--- src/rtl/barcode_frame_sequencer.sv ---
// Frame sequencer for the digit-to-barcode converter: accepts digits over valid/ready,
// then serialises start guard, data symbols, mod-16 checksum symbol and stop guard.
module barcode_frame_sequencer #(
    parameter int         DIGITS = 4,
    parameter logic [2:0] GUARD  = 3'b101
) (
    input  logic        clk,
    input  logic        rst_n,
    input  logic [3:0]  din,
    input  logic        din_valid,
    output logic        din_ready,
    input  logic        abort,
    output logic [3:0]  num_out,
    input  logic [10:0] bc_in,
    output logic        bar_out,
    output logic        bar_valid,
    output logic        frame_done,
    output logic        busy
);

    typedef enum logic [2:0] {
        IDLE,
        GUARD_S,
        FETCH,
        SHIFT,
        LOAD,
        GUARD_E
    } state_t;

    localparam logic [3:0] LAST_DIGIT = 4'(DIGITS);

    state_t      state;
    state_t      state_next;
    logic [3:0]  digit_reg;
    logic [3:0]  digit_next;
    logic [3:0]  csum;
    logic [3:0]  csum_next;
    logic [3:0]  cnt;
    logic [3:0]  cnt_next;
    logic [3:0]  bit_idx;
    logic [3:0]  bit_idx_next;
    logic [10:0] sreg;
    logic [10:0] sreg_next;
    logic        chk;
    logic        chk_next;
    logic        accept;
    logic        bar_out_d;
    logic        bar_valid_d;
    logic        frame_done_d;
    logic        busy_d;

    // Abort blocks the handshake so a digit can never be consumed by a frame that is being dropped
    assign din_ready = rst_n && !abort && ((state == IDLE) || (state == LOAD));
    assign accept    = din_valid && din_ready;
    assign num_out   = digit_reg;

    always_ff @(posedge clk) begin
        if (!rst_n) begin
            state      <= IDLE;
            digit_reg  <= '0;
            csum       <= '0;
            cnt        <= '0;
            bit_idx    <= '0;
            sreg       <= '0;
            chk        <= 1'b0;
            bar_out    <= 1'b0;
            bar_valid  <= 1'b0;
            frame_done <= 1'b0;
            busy       <= 1'b0;
        end else begin
            state      <= state_next;
            digit_reg  <= digit_next;
            csum       <= csum_next;
            cnt        <= cnt_next;
            bit_idx    <= bit_idx_next;
            sreg       <= sreg_next;
            chk        <= chk_next;
            bar_out    <= bar_out_d;
            bar_valid  <= bar_valid_d;
            frame_done <= frame_done_d;
            busy       <= busy_d;
        end
    end

    always_comb begin
        state_next   = state;
        digit_next   = digit_reg;
        csum_next    = csum;
        cnt_next     = cnt;
        bit_idx_next = bit_idx;
        sreg_next    = sreg;
        chk_next     = chk;
        if (abort) begin
            state_next = IDLE;
        end else begin
            unique case (state)
                IDLE: begin
                    if (accept) begin
                        digit_next   = din;
                        csum_next    = din;
                        cnt_next     = 4'd1;
                        bit_idx_next = '0;
                        chk_next     = 1'b0;
                        state_next   = GUARD_S;
                    end
                end
                GUARD_S, GUARD_E: begin
                    if (bit_idx == 4'd2) begin
                        bit_idx_next = '0;
                        state_next   = (state == GUARD_S) ? FETCH : IDLE;
                    end else begin
                        bit_idx_next = bit_idx + 4'd1;
                    end
                end
                FETCH: begin
                    sreg_next    = bc_in;
                    bit_idx_next = '0;
                    state_next   = SHIFT;
                end
                SHIFT: begin
                    sreg_next    = {sreg[9:0], 1'b0};
                    bit_idx_next = bit_idx + 4'd1;
                    if (bit_idx == 4'd10) begin
                        bit_idx_next = '0;
                        if (chk) begin
                            state_next = GUARD_E;
                        end else if (cnt < LAST_DIGIT) begin
                            state_next = LOAD;
                        end else begin
                            // Last data symbol sent: reuse the converter for the checksum symbol
                            digit_next = csum;
                            chk_next   = 1'b1;
                            state_next = FETCH;
                        end
                    end
                end
                LOAD: begin
                    if (accept) begin
                        digit_next = din;
                        csum_next  = csum + din;
                        cnt_next   = cnt + 4'd1;
                        state_next = FETCH;
                    end
                end
                default: state_next = IDLE;
            endcase
        end
    end

    // Outputs are computed for the state being entered so the registered values line up with it
    always_comb begin
        bar_valid_d  = (state_next == GUARD_S) || (state_next == SHIFT) || (state_next == GUARD_E);
        bar_out_d    = 1'b0;
        if (state_next == SHIFT) begin
            bar_out_d = sreg_next[10];
        end else if ((state_next == GUARD_S) || (state_next == GUARD_E)) begin
            bar_out_d = GUARD[2'd2 - bit_idx_next[1:0]];
        end
        frame_done_d = (state == GUARD_E) && (bit_idx == 4'd2) && !abort;
        busy_d       = (state_next != IDLE);
    end

endmodule

--- config.mk ---
export PLATFORM = sky130hd
export DESIGN_NAME = barcode_frame_sequencer
export DESIGN_NICKNAME = d
export VERILOG_FILES = /design/src/rtl/barcode_frame_sequencer.sv
export SDC_FILE = /design/constraint.sdc
export NUM_CORES = 1
export LEC_CHECK = 0
export BUFFER_PORTS_ARGS = -buffer_cell sky130_fd_sc_hd__clkbuf_2
export CORE_UTILIZATION = 51
export CTS_CLUSTER_DIAMETER = 50
export DETAILED_ROUTE_END_ITERATION = 12
export HOLD_SLACK_MARGIN = 0.12
export PLACE_DENSITY = 0.75
export SYNTH_ARGS = -nofsm -noshare
export SYNTH_HDL_FRONTEND = slang
export SYNTH_SLANG_ARGS = --single-unit
export TNS_END_PERCENT = 30
--- constraint.sdc ---
create_clock -name clk -period 1.6 [get_ports clk]
set_input_delay 0.24 -clock clk [delete_from_list [all_inputs] [get_ports clk]]
set_output_delay 0.24 -clock clk [all_outputs]
set_load 0.02 [all_outputs]
==> flow_metrics.py <==
metrics = {
    "synthesis": {
        "synthFlopType": "dfxtp_1",
        "yosysMostFrequentCell": "dfxtp_1",
        "synth_area_leaders": "dfxtp_1 (37%), nor2_1 (5.9%), mux2i_1 (5.8%)",
        "synth_nets": 250,
        "synth_warnings": 0,
        "synthesis.area_um2": 1910,
        "ys_seq_area_frac": 0.368,
        "synth_cells": 224,
        "synth-edff-count": 0,
        "synthAdderAreaFrac": 0.0499,
        "synth_top_cell_by_area": "dfxtp_1",
        "synth-xor-area-share": 0.00919,
        "avgSynthCellArea_um2": 8.51,
        "yosysUniqueCellTypes": 51,
        "ys_seq_elements": 35,
        "synth_top_family_by_area": "simple AND/OR/NAND/NOR gates",
        "synth-simple-area-share": 0.230,
        "synth_compound_area_frac": 0.214,
        "synthTopCellsByCount": "dfxtp_1 (35), nor2_1 (30), nand2_1 (18)",
        "synth.area.mux_share": 0.0637,
        "synth_top_area_frac": 0.368,
        "async_reset_ff_frac": 0,
    },
    "finish": {
        "num_antenna_cells": 0,
        "syn2layout_area_growth_pct": 32.0,
        "fin_cells": 333,
        "nets": 313,
        "drive_gt1_frac": 0.366,
    },
    "clock_network": {
        "worstSkewPairLatency_ps": 290,
        "cts_root_buffer": "clkbuf_8",
        "cts_buffers": 5,
        "cts_sinks": 35,
        "cts_buffer_depth": 2,
        "path_clk_slew_ps": 70,
        "cts_tree": "built",
        "htreeDepth": 2,
    },
    "drt": {
        "drtIter0Drc": 144,
        "wl_per_cell_um": 14.2,
        "drt-pass1-iter-count": 4,
        "totalWireLength_mm": 4.75,
        "vias_per_cell": 5.64,
        "antenna_left": 0,
        "drc_errors": 0,
        "vias": 1877,
    },
    "pwr": {
        "power_uw": 1720,
        "powerDensity_nw_per_um2": 683,
        "total_leakage_power_uw": 0.00104,
        "peakVddDrop_mv": 0.564,
    },
    "global_route": {
        "grt_max_degree": 21,
        "grt_usage": 0.261,
        "overflow": 0,
        "grt_pass1_vias": 1797,
        "grt_antenna_before_repair": 0,
        "grt_pass1_wl_mm": 8.11,
    },
    "place": {
        "dp_cells": 325,
        "gp_congestion": 0.896,
        "dp_hpwl_mm": 3.51,
        "portBuffers": 27,
    },
    "timing": {
        "report.final.setup_viol": 6,
        "fmax_mhz": 589,
        "worst_slack_ps": -98.0,
        "worst_pin_slew_ps": 535,
        "hold_viol_final": 0,
        "min_period_ps": 1700,
        "finalSetupTns_ps": -384,
        "rsz0062_at_grt": "true",
        "drv_slew": 0,
        "slew_headroom": 0.639,
        "skew_ps": 3.94,
        "period_share": 1.06,
    },
    "floorplan": {
        "die_y_um": 63.1,
        "dieArea_um2": 3980,
        "core_area_um2": 3470,
        "num_rows": 21,
        "io_pins": 28,
        "start_util": 0.549,
        "die_w_um": 63.1,
    },
    "setup_path": {
        "crit_type": "flip-flop to flip-flop",
        "cp_max_fo": 7,
        "path_cells": "inv_2, ha_4, nand3b_1, or4_4, a21oi_4, nor2_1, a311oi_1",
        "startpoint_type": "flip-flop",
        "end_kind": "flip-flop",
        "slowest_stage": "or4_4",
        "critPathArrivalTime_ps": 1890,
        "slowest_delay_ps": 450,
        "required_ps": 1790,
        "critPathTopFamily": "simple AND/OR/NAND/NOR gates",
        "crit_buf_inv": 1,
    },
    "flow_run": {
        "max-cap-violations": 0,
    },
    "min_path": {
        "hp-class": "input pin to flip-flop",
    },
    "outcome": {
        "outcome": "finished with violations",
        "violations": "negative setup slack",
    },
}
[layout by cell type (no fill, tap or decap), types with 2 or more instances in the layout]
cell type	netlist	routed
buf_4	0	44
nor2_1	30	30
dfxtp_1	35	30
clkbuf_2	1	27
nand2_1	18	18
a21oi_1	15	14
mux2i_1	11	11
o21ai_0	11	11
a211oi_1	11	10
inv_1	9	8
clkbuf_8	0	6
nor3_1	6	5
nand3_1	6	5
dfxtp_2	0	5
a311oi_1	5	4
ha_1	6	4
nand2b_1	3	3
nor4_1	3	3
nand3b_1	2	2
nor3_2	1	2
or3b_4	0	2
and3b_1	2	2
xor2_1	2	2
nor2b_1	2	2
a21oi_4	1	2
[layout make-up]
class	count	area (µm²)
flip-flops and latches	35	707
multi-input cells	164	1160
well taps	46	57.6
repair buffers	71	465
clock buffers	6	82.6
fillers	291	952
clock inverters	1	5.00
inverters	10	37.5
[where the power goes]
| part | switching [µW] | internal, µW |
|---|---|---|
| combinational | 104 | 83.9 |
| sequential | 8.72 | 884 |
| clock | 301 | 337 |
[logic make-up after synthesis]
| kind of cell | after synthesis |
|---|---|
| buf+inv | 25 |
| simple gates | 84 |
| xor+xnor | 2 |
| mux | 12 |
| flops | 35 |
| compound gates | 59 |
| fa+ha+maj | 7 |
[worst reg2reg max path, stage by stage, from the launching register on]
cell and delay (ps):
dfxtp_2 320, inv_2 70, ha_4 140, nand3b_1 100, or4_4 450, a21oi_4 220, nor2_1 70, a311oi_1 220
[final timing paths]
kind                            startpoint  cells after the start  slack [ps]    endpoint
worst max-delay path            bit_idx[0]                      7        -100  num_out[2]
worst min-delay path              bc_in[0]                      3         240     sreg[0]
worst max register to register  bit_idx[0]                      7        -100  num_out[2]
worst min register to register      cnt[1]                      2         480      cnt[1]
[layer usage]
| metal | GRT usage | part of all wire | wire, µm | vias up |
|---|---|---|---|---|
| met1 | 0.333 | 0.46 | 2200 | 882 |
| li1 | - | - | - | 932 |
| met4 | 0.108 | 0.019 | 92 | 0 |
| met5 | 0 | 0 | 0 | - |
| met2 | 0.425 | 0.47 | 2230 | 54 |
| met3 | 0.0525 | 0.047 | 221 | 9 |
[registers in the layout, summed over array words and instances (netlist names)]
signal / flops
bar_out: 1
bar_valid: 1
bit_idx: 4
busy: 1
chk: 1
cnt: 4
csum: 4
frame_done: 1
num_out: 4
sreg: 11
state: 3
[metrics by stage]
| stage | util | area, µm² | hold WS [ps] | setup slack (ps) |
|---|---|---|---|---|
| floorplan | - | 1930 | 368 | -33.2 |
| global placement | 0.681 | 2360 | 461 | -50.5 |
| detailed placement | 0.681 | 2360 | 474 | -159 |
| CTS | 0.712 | 2470 | 239 | -132 |
| global route | 0.725 | 2520 | 239 | -203 |
| finish | 0.725 | 2520 | 243 | -98.0 |
[what timing repair did]
item	4_1_cts	5_1_grt
endpoints found under the setup margin	10	15
gates resized for setup	3	14
buffers inserted	2	0
hold buffers	0	0
pin swaps	3	7
No activity file was read; power rests on OpenSTA's default activity.
